File: config.mk
export PLATFORM = sky130hd
export DESIGN_NAME = q_episode_ctrl
export DESIGN_NICKNAME = d
export VERILOG_FILES = /design/src/rtl/q_episode_ctrl.sv
export SDC_FILE = /design/constraint.sdc
export NUM_CORES = 1
export LEC_CHECK = 0
export CAP_MARGIN = 30
export CORE_ASPECT_RATIO = 1.4
export CORE_MARGIN = 10
export CORE_UTILIZATION = 50
export DETAILED_ROUTE_END_ITERATION = 7
export GPL_TIMING_DRIVEN = 0
export PLACE_DENSITY = 0.8
export SYNTH_ARGS = -nofsm -noshare
export SYNTH_HDL_FRONTEND = slang
export SYNTH_SLANG_ARGS = --single-unit
File: constraint.sdc
create_clock -name clk -period 5.08 [get_ports clk]
set_clock_uncertainty 0.05 [all_clocks]
set_input_delay 0.762 -clock clk [delete_from_list [all_inputs] [get_ports clk]]
set_output_delay 0.762 -clock clk [all_outputs]
set_load 0.02 [all_outputs]
File: src/rtl/q_episode_ctrl.sv
// Multi-episode sequencer for the Q-learning datapath: issues one (state, action) step at a time,
// picks actions epsilon-greedily from a 16-bit LFSR and ends episodes on goal state or step limit.
module q_episode_ctrl #(
  parameter int          STATES_WIDTH  = 4,
  parameter int          ACTIONS_WIDTH = 2,
  parameter int          ACTIONS       = 4,
  parameter int          MAX_STEPS     = 64,
  parameter int          EP_WIDTH      = 10,
  parameter int          EPS_WIDTH     = 8,
  parameter int          GOAL_STATE    = 15,
  parameter logic [15:0] LFSR_SEED     = 16'hACE1
) (
  input  logic                           clk,
  input  logic                           rst_n,
  input  logic                           i_start,
  input  logic                           i_abort,
  input  logic [STATES_WIDTH-1:0]        i_first_st,
  input  logic [EP_WIDTH-1:0]            i_num_ep,
  input  logic [EPS_WIDTH-1:0]           i_epsilon,
  input  logic [ACTIONS_WIDTH-1:0]       i_greedy_at,
  input  logic                           i_greedy_vld,
  input  logic [STATES_WIDTH-1:0]        i_next_st,
  input  logic                           i_upd_vld,
  output logic [STATES_WIDTH-1:0]        o_st,
  output logic                           o_st_vld,
  output logic [ACTIONS_WIDTH-1:0]       o_at,
  output logic                           o_at_vld,
  output logic                           o_explore,
  output logic [$clog2(MAX_STEPS+1)-1:0] o_step,
  output logic [EP_WIDTH-1:0]            o_episode,
  output logic                           o_busy,
  output logic                           o_finish
);
  localparam int SW = $clog2(MAX_STEPS + 1);
  localparam logic [STATES_WIDTH-1:0] GOAL     = STATES_WIDTH'(GOAL_STATE);
  localparam logic [ACTIONS_WIDTH:0]  ACT_N    = (ACTIONS_WIDTH + 1)'(ACTIONS);
  localparam logic [SW:0]             STEP_LIM = (SW + 1)'(MAX_STEPS);

  typedef enum logic [2:0] {IDLE, REQ, WAIT_G, ISSUE, WAIT_U, EP_END, DONE} state_t;

  state_t                     state_reg, state_next;
  logic [15:0]                lfsr_reg;
  logic [STATES_WIDTH-1:0]    st_reg;
  logic [ACTIONS_WIDTH-1:0]   at_reg;
  logic                       explore_reg;
  logic [SW-1:0]              step_reg;
  logic [EP_WIDTH-1:0]        ep_reg;
  logic [EP_WIDTH-1:0]        num_ep_reg;

  logic [15:0]                lfsr_adv;
  logic [ACTIONS_WIDTH-1:0]   rand_at;
  logic                       explore;
  logic [SW:0]                step_inc;
  logic [EP_WIDTH:0]          ep_inc;
  logic                       ep_last_step;
  logic                       run_last_ep;

  // Decision uses the freshly advanced LFSR value (x^16+x^14+x^13+x^11+1, Fibonacci form).
  assign lfsr_adv     = {lfsr_reg[0] ^ lfsr_reg[2] ^ lfsr_reg[3] ^ lfsr_reg[5], lfsr_reg[15:1]};
  assign rand_at      = lfsr_adv[15 -: ACTIONS_WIDTH];
  assign explore      = (lfsr_adv[EPS_WIDTH-1:0] < i_epsilon) && ({1'b0, rand_at} < ACT_N);
  assign step_inc     = {1'b0, step_reg} + 1'b1;
  assign ep_inc       = {1'b0, ep_reg} + 1'b1;
  assign ep_last_step = (i_next_st == GOAL) || (step_inc == STEP_LIM);
  assign run_last_ep  = (ep_inc == {1'b0, num_ep_reg});

  always_ff @(posedge clk or negedge rst_n) begin
    if (!rst_n) state_reg <= IDLE;
    else        state_reg <= state_next;
  end

  always_comb begin
    state_next = state_reg;
    if (i_abort) begin
      state_next = IDLE;
    end else begin
      unique case (state_reg)
        IDLE:    if (i_start) state_next = REQ;
        REQ:     state_next = WAIT_G;
        WAIT_G:  if (i_greedy_vld) state_next = ISSUE;
        ISSUE:   state_next = WAIT_U;
        WAIT_U:  if (i_upd_vld) state_next = ep_last_step ? EP_END : REQ;
        EP_END:  state_next = run_last_ep ? DONE : REQ;
        DONE:    state_next = IDLE;
        default: state_next = IDLE;
      endcase
    end
  end

  always_comb begin
    o_st_vld  = (state_reg == REQ);
    o_at_vld  = (state_reg == ISSUE);
    o_explore = (state_reg == ISSUE) && explore_reg;
    o_busy    = (state_reg != IDLE);
    o_finish  = (state_reg == DONE);
  end

  // Datapath registers; an abort freezes everything so counters hold their values.
  always_ff @(posedge clk or negedge rst_n) begin
    if (!rst_n) begin
      lfsr_reg    <= LFSR_SEED;
      st_reg      <= '0;
      at_reg      <= '0;
      explore_reg <= 1'b0;
      step_reg    <= '0;
      ep_reg      <= '0;
      num_ep_reg  <= '0;
    end else if (!i_abort) begin
      case (state_reg)
        IDLE: if (i_start) begin
          num_ep_reg <= (i_num_ep == '0) ? EP_WIDTH'(1) : i_num_ep;
          st_reg     <= i_first_st;
          step_reg   <= '0;
          ep_reg     <= '0;
        end
        WAIT_G: if (i_greedy_vld) begin
          lfsr_reg    <= lfsr_adv;
          at_reg      <= explore ? rand_at : i_greedy_at;
          explore_reg <= explore;
        end
        WAIT_U: if (i_upd_vld) begin
          step_reg <= step_inc[SW-1:0];
          st_reg   <= i_next_st;
        end
        EP_END: begin
          if (ep_reg != '1) ep_reg <= ep_inc[EP_WIDTH-1:0];
          if (!run_last_ep) begin
            st_reg   <= i_first_st;
            step_reg <= '0;
          end
        end
        default: ;
      endcase
    end
  end

  assign o_st      = st_reg;
  assign o_at      = at_reg;
  assign o_step    = step_reg;
  assign o_episode = ep_reg;
endmodule

==> results of run 1 <==
[cells in the mapped netlist (9+ instances only)]
library cell  count  area share (%)
inv_1            12             1.5
o21ai_0          22             3.5
clkbuf_1         10             1.2
mux2_2           28              10
a21oi_1          15             2.4
nor3_1            9             1.5
ha_1              9             3.6
dfrtp_1          45              36
xnor2_1          10             2.8
nand2_1          22             2.7
nor2_1           16             1.9
[cell families after synthesis]
family | count (synthesis) | share of synthesized area, %
AOI/OAI and AO/OA | 71 | 14.8
muxes | 35 | 13.1
xor gates and xnor gates | 13 | 3.67
and+or+nand+nor | 99 | 17.1
DFF | 53 | 43.1
adders and majority gates | 9 | 3.63
buffers and inverters | 30 | 4.64
[worst reg2reg max path, stage by stage (launching register included)]
cell and delay [ns]:
dfrtp_1 0.49, ha_1 0.32, xnor2_1 0.16, xnor2_1 0.14, or4b_1 0.56, nor4_2 0.32
a31o_2 0.20, buf_6 0.15, mux2_4 0.31
[final timing paths]
path	startpoint	to	slack [ns]	cells after the start
max in group asynchronous	rst_n	lfsr_reg[5]$_DFFE_PN1P_	4.06	2
min	rst_n	o_step[0]$_DFFE_PN0P_	0.31	1
max	state_reg[1]$_DFFE_PN0P_	o_explore	2.06	4
min reg2reg	lfsr_reg[15]$_DFFE_PN1P_	lfsr_reg[15]$_DFFE_PN1P_	0.44	2
min in group clk	lfsr_reg[15]$_DFFE_PN1P_	lfsr_reg[15]$_DFFE_PN1P_	0.44	2
max reg2reg	o_episode[0]$_DFFE_PN0P_	o_st[3]$_DFFE_PN0P_	2.27	8
[report_power, final]
part | switching, W | internal [W] | leakage [nW]
clock | 0.000142 | 0.000161 | 0.0585
sequential | 0.0000443 | 0.000473 | 0.675
combinational | 0.000143 | 0.000156 | 0.925
[routing by layer]
layer,vias up,GRT usage [%]
li1,1259,-
met1,1267,16.8
met2,64,26.4
met3,15,3.88
met4,0,5.63
met5,-,0
[cell type report]
class	instances	area [um2]
multi-input cells	227	1620
repair buffers	61	616
inverters	12	45.0
plain buffers	18	98.8
flip-flops and latches	53	1340
well taps	70	87.6
clock buffers	7	86.3
fillers	500	2020
clock inverters	1	30.0
[stage by stage]
stage,cell area [um2],setup WS (ns),hold WS [ns],total power [W]
3_5_place_dp,3800,2.08,0.437,0.000824
6_report,3920,2.06,0.313,0.00112
2_1_floorplan,3100,2.44,0.392,0.000700
4_1_cts,3920,2.05,0.325,0.00113
3_3_place_gp,3790,1.63,0.409,0.000808
5_1_grt,3920,1.95,0.329,0.00117
==> metrics, run 1 <==
Clock Sinks=53; Via density=5.80; Worst setup SP type=register; initial core utilization=52.2%; Die Width=86.6 um; Skew-Pair Late Insertion Delay=0.32 ns; Inserted Clock Buffers=5; sequential-to-total area share from yosys stat=43.1%; PD cells=285 mW/mm2; vias in the first global route=approximately 2,700; Slew HR=roughly 64%; Nets=about 420; RSZ-0062 raised after global routing=false; antenna violations before repair=0; Root Driver=clkbuf_8; WL final=7340 um; hold_buf cts=0; Rows=33; Routed WL per cell=16.4 um; Crit-path slowest cell=clkdlybuf4s50_1; YS warnings=0; H-tree depth=2; placed wire-length estimate=5730 um; Ant. Diodes=0; IO Pins=62; FMAX=0.332 GHz; Cells after Synth=310; Remaining DRCs=0; crit path DAT=between 2 and 2.5 ns; Initial DRC Count=203; Total Die Area=0.00980 mm2; crit path time final=just over 3 ns; first-pass GRT wire length=12,500 um; Critical Path, Cell by Cell=clkbuf_1 > nor3b_1 > and2_1 > clkdlybuf4s50_1; buffer and inverter count on the worst path=2; via count=about 2,600; Hold/Removal Path Class=input pin to async pin; Core ar.=a little under 0.006 mm2; DR pass1 iterations=4; Tightest Pin Transition=0.534 ns; most frequent cells in the layout=clkdlybuf4s50_1 (59), dfrtp_1 (45), mux2_2 (28); total global-route track usage=15.1%; Main synth FF type=dfrtp_1; fin crit share=approximately three fifths; number of flip-flops in the largest register=16; largest net degree at the start of global routing=39; cells resized by post-CTS repair=0; Post-Route Setup TNS=0 ns; grt ovf=0; share of layout cells above drive strength 1=17.9%; Worst VDD drop=0.000184 V; antenna-violating nets left=0; met2 WL post-DR=about 3900 um; Syn Area/Cell=roughly 10 um2; Inst Count DP=441; GPL Wtd Cong=approximately 0.88; CTS tree=done; Worst path max stage delay=0.60 ns; flops & latches, synth=53; crit path kind=register to output pin; WL met1=between 2000 and 3000 um; Max Cap Violations=0; status=complete, no violations; CP endpoint kind=output pin; Final Hold Viols=0; Cell variety after synth=56; Layout area overhead=26.4%; syn nets=353; top sig layer=met4; non-filler cells, final=449; Slew Limit Fails=0; CTS max path bufs=2; Clock transition at path regs=approximately 0.11 ns; Leak Pwr=1.66 nW; Post-synth EDFFs=0; metal3 WL=391 um; chip height=113 um; commonest non-fill, non-tap cell in the layout=clkdlybuf4s50_1; critical path fanouts, max=10; Post-Syn Area=0.00310 mm2; Post-synth ARST share=100%; utilization after layout=66.0%; required time of the critical path=4.27 ns; family with the most delay on the worst path=buffers and inverters; Post-CTS Setup Bufs=0; Final setup viols=0; port bufs=60
No activity file was read; power rests on OpenSTA's default activity.
==> inputs of run 2 (changes only) <==
--- a/config.mk
+++ b/config.mk
@@ -8,10 +8,10 @@
 export CAP_MARGIN = 30
 export CORE_ASPECT_RATIO = 1.4
 export CORE_MARGIN = 10
-export CORE_UTILIZATION = 50
+export CORE_UTILIZATION = 47
 export DETAILED_ROUTE_END_ITERATION = 7
 export GPL_TIMING_DRIVEN = 0
-export PLACE_DENSITY = 0.8
+export PLACE_DENSITY = 0.79
 export SYNTH_ARGS = -nofsm -noshare
 export SYNTH_HDL_FRONTEND = slang
 export SYNTH_SLANG_ARGS = --single-unit
==> constraint.sdc (replaced) <==
create_clock -name clk -period 2.6 [get_ports clk]
set_clock_uncertainty 0.05 [all_clocks]
set_input_delay 0.39 -clock clk [delete_from_list [all_inputs] [get_ports clk]]
set_output_delay 0.39 -clock clk [all_outputs]
set_load 0.02 [all_outputs]
==> run 2 against run 1 <==
Power increased by 94%. Highest routed layer unchanged. Sequential power increased by 97%. Largest cell class unchanged. Global-route usage is 0.33 points higher. Combinational power rose by 110%.
==> metrics, run 2 (synthesized netlist as in run 1, its figures left out) <==
family with the most delay on the worst path=simple AND/OR/NAND/NOR gates (was buffers and inverters); Initial DRC Count=163 (was 203); antenna-violating nets left=0 (unchanged); Post-Route Setup TNS=0 ns (unchanged); CP endpoint kind=register (was output pin); Slew Limit Fails=0 (unchanged); Net Sw Frac=32.9% (was 29.4%); Critical Path, Cell by Cell=buf_2 > xnor2_1 > a21oi_1 > or4b_4 > nor4_4 > a31o_2 > buf_8 > mux2_4 (was clkbuf_1 > nor3b_1 > and2_1 > clkdlybuf4s50_1); grt ovf=0 (unchanged); Rows=35 (was 33); Final Hold Viols=0 (unchanged); Clock Sinks=53 (unchanged); Skew-Pair Late Insertion Delay=0.32 ns (about the same); FMAX=between 0.3 and 0.4 GHz; Inserted Clock Buffers=5 (unchanged); post-layout instance area=0.00405 mm2 (was 0.00392 mm2); Root Driver=clkbuf_8 (unchanged); chip height=116 um (was 113 um); largest net degree at the start of global routing=42 (was 39); Clock transition at path regs=0.12 ns (was 0.11 ns); commonest non-fill, non-tap cell in the layout=clkdlybuf4s50_1 (unchanged); Reg2Reg Setup Slack=0.04 ns (was 2.27 ns); fin crit share=approximately 99%; Total Die Area=0.0103 mm2 (was 0.00980 mm2); Worst setup SP type=register (unchanged); Ant. Diodes=0 (unchanged); WL final=7840 um (was 7340 um); initial core utilization=47.9% (was 52.2%); port bufs=60 (unchanged); first-pass GRT wire length=12,800 um (was 12,500 um); via count=2,654 (was 2,605); status=complete, no violations (unchanged); vias in the first global route=2,696 (was 2,716); crit path DAT=2.73 ns (was 2.20 ns); crit path time final=2.56 ns; utilization after layout=62.5% (was 66.0%); Final setup viols=0 (unchanged); Cell Area, Placed=0.00381 mm2 (was 0.00380 mm2); IO Pins=62 (unchanged); Filler Cell Count=536 (was 500); number of flip-flops in the largest register=16 (unchanged); GPL Wtd Cong=0.815 (was 0.878); share of layout cells above drive strength 1=23.0% (was 17.9%); Worst VDD drop=0.000371 V (was 0.000184 V); placed wire-length estimate=5880 um (was 5730 um); combinational power share=28.6% (was 26.7%); Reg power frac=46.8% (was 46.2%); Leak Pwr=1.70 nW (was 1.66 nW); DR pass1 iterations=4 (unchanged); Worst path max stage delay=0.56 ns (was 0.60 ns); Clock power frac=24.6% (was 27.1%); register area=0.00134 mm2 (about the same); Hold/Removal Path Class=input pin to async pin (unchanged); antenna violations before repair=0 (unchanged); Int Power=0.00146 W (was 0.000790 W); crit path kind=register to register (was register to output pin); H-tree depth=2 (unchanged); total global-route track usage=15.4% (was 15.1%); Routed WL per cell=17.2 um (was 16.4 um); most frequent cells in the layout=clkdlybuf4s50_1 (59), dfrtp_1 (43), mux2_2 (28) (was clkdlybuf4s50_1 (59), dfrtp_1 (45), mux2_2 (28)); CTS max path bufs=2 (unchanged); Via density=5.82 (was 5.80); Core ar.=0.00648 mm2 (was 0.00595 mm2); Crit-path slowest cell=or4b_4 (was clkdlybuf4s50_1); Nets=424 (was 421); Sw Pwr=0.000716 W (was 0.000329 W); Slew HR=66.8% (was 64.4%); Die Width=88.7 um (was 86.6 um); buffer and inverter count on the worst path=2 (unchanged); critical path fanouts, max=9 (was 10); Max Cap Violations=0 (unchanged); Tightest Pin Transition=0.498 ns (was 0.534 ns); Remaining DRCs=0 (unchanged); PD cells=537 mW/mm2 (was 285 mW/mm2); CTS tree=done (unchanged); Layout area overhead=30.6% (was 26.4%); area of the multi-input gates=0.00170 mm2 (was 0.00162 mm2); required time of the critical path=2.77 ns (was 4.27 ns)
[run 2: changes by cell type in the layout (fill, tap and decap cells not counted), sizes merged]
cell and change:
buf +5, clkbuf -5, dlygate4sd3 +1, bufinv -1
inv +3
[run 2: per-layer routing]
layer | track usage (%) | up-vias | share of wire (%)
met1 | 17.3 | 1289 | 38
met3 | 3.07 | 18 | 5.2
met4 | 6.49 | 0 | 2.6
met2 | 27.2 | 82 | 54
li1 | - | 1265 | -
met5 | 0 | - | 0
[run 2: worst paths after layout]
path                                          start                        to  cells after the start
min reg2reg                 explore_reg$_DFFE_PN0P_   explore_reg$_DFFE_PN0P_                      2
min in group clk            explore_reg$_DFFE_PN0P_   explore_reg$_DFFE_PN0P_                      2
max                        o_episode[8]$_DFFE_PN0P_       o_st[3]$_DFFE_PN0P_                      8
min                                           rst_n  o_episode[4]$_DFFE_PN0P_                      2
max reg2reg                o_episode[8]$_DFFE_PN0P_       o_st[3]$_DFFE_PN0P_                      8
max in group asynchronous                     rst_n   lfsr_reg[7]$_DFFE_PN1P_                      3
[run 2: worst register-to-register path, stage by stage (launching register included)]
cell and delay [ns]:
dfrtp_1 0.40, buf_2 0.18, xnor2_1 0.27, a21oi_1 0.11, or4b_4 0.56, nor4_4 0.19, a31o_2 0.26, buf_8 0.14
mux2_4 0.30
[run 2: power groups by stage]
| stage | Combinational, W | Sequential, W | Clock, W |
|---|---|---|---|
| 6_report | 0.000623 | 0.00102 | 0.000534 |
| 5_1_grt | 0.000676 | 0.00104 | 0.000575 |
| 4_1_cts | 0.000602 | 0.00101 | 0.000539 |
| 3_5_place_dp | 0.000584 | 0.00102 | 0 |
| 3_3_place_gp | 0.000566 | 0.00102 | 0 |
| 2_1_floorplan | 0.000327 | 0.00104 | 0 |
[run 2: area by class of cell]
| cell class | instances | area share [%] |
|---|---|---|
| clock buffer | 5 | 1.70 |
| clock inverter | 3 | 0.710 |
| tap | 74 | 2.29 |
| inverter | 12 | 1.11 |
| buffer | 14 | 2.16 |
| sequential | 53 | 33.0 |
| timing repair buffer | 68 | 17.0 |
| multi-input combinational | 227 | 42.0 |
[run 2: what timing repair did]
| item | CTS | global route |
|---|---|---|
| resized for setup | 6 | 10 |
| gates cloned | 0 | 1 |
| hold buffers | 1 | 0 |
| endpoints found under the setup margin | 9 | 20 |
| setup buffers | 2 | 3 |
| hold endpoints to repair | 12 | 0 |
| pin swaps | 2 | 5 |
[run 2: through the flow]
stage / power (W) / cells / hold WS (ns) / setup slack (ns)
after floorplan: 0.00137 / 310 / 0.0444 / 0.0111
after global placement: 0.00158 / 444 / 0.406 / -0.672
after detailed placement: 0.00161 / 445 / 0.275 / -0.153
after CTS: 0.00215 / 456 / 0.448 / 0.0116
after global routing: 0.00229 / 456 / 0.475 / -0.0148
final: 0.00217 / 456 / 0.436 / 0.0373
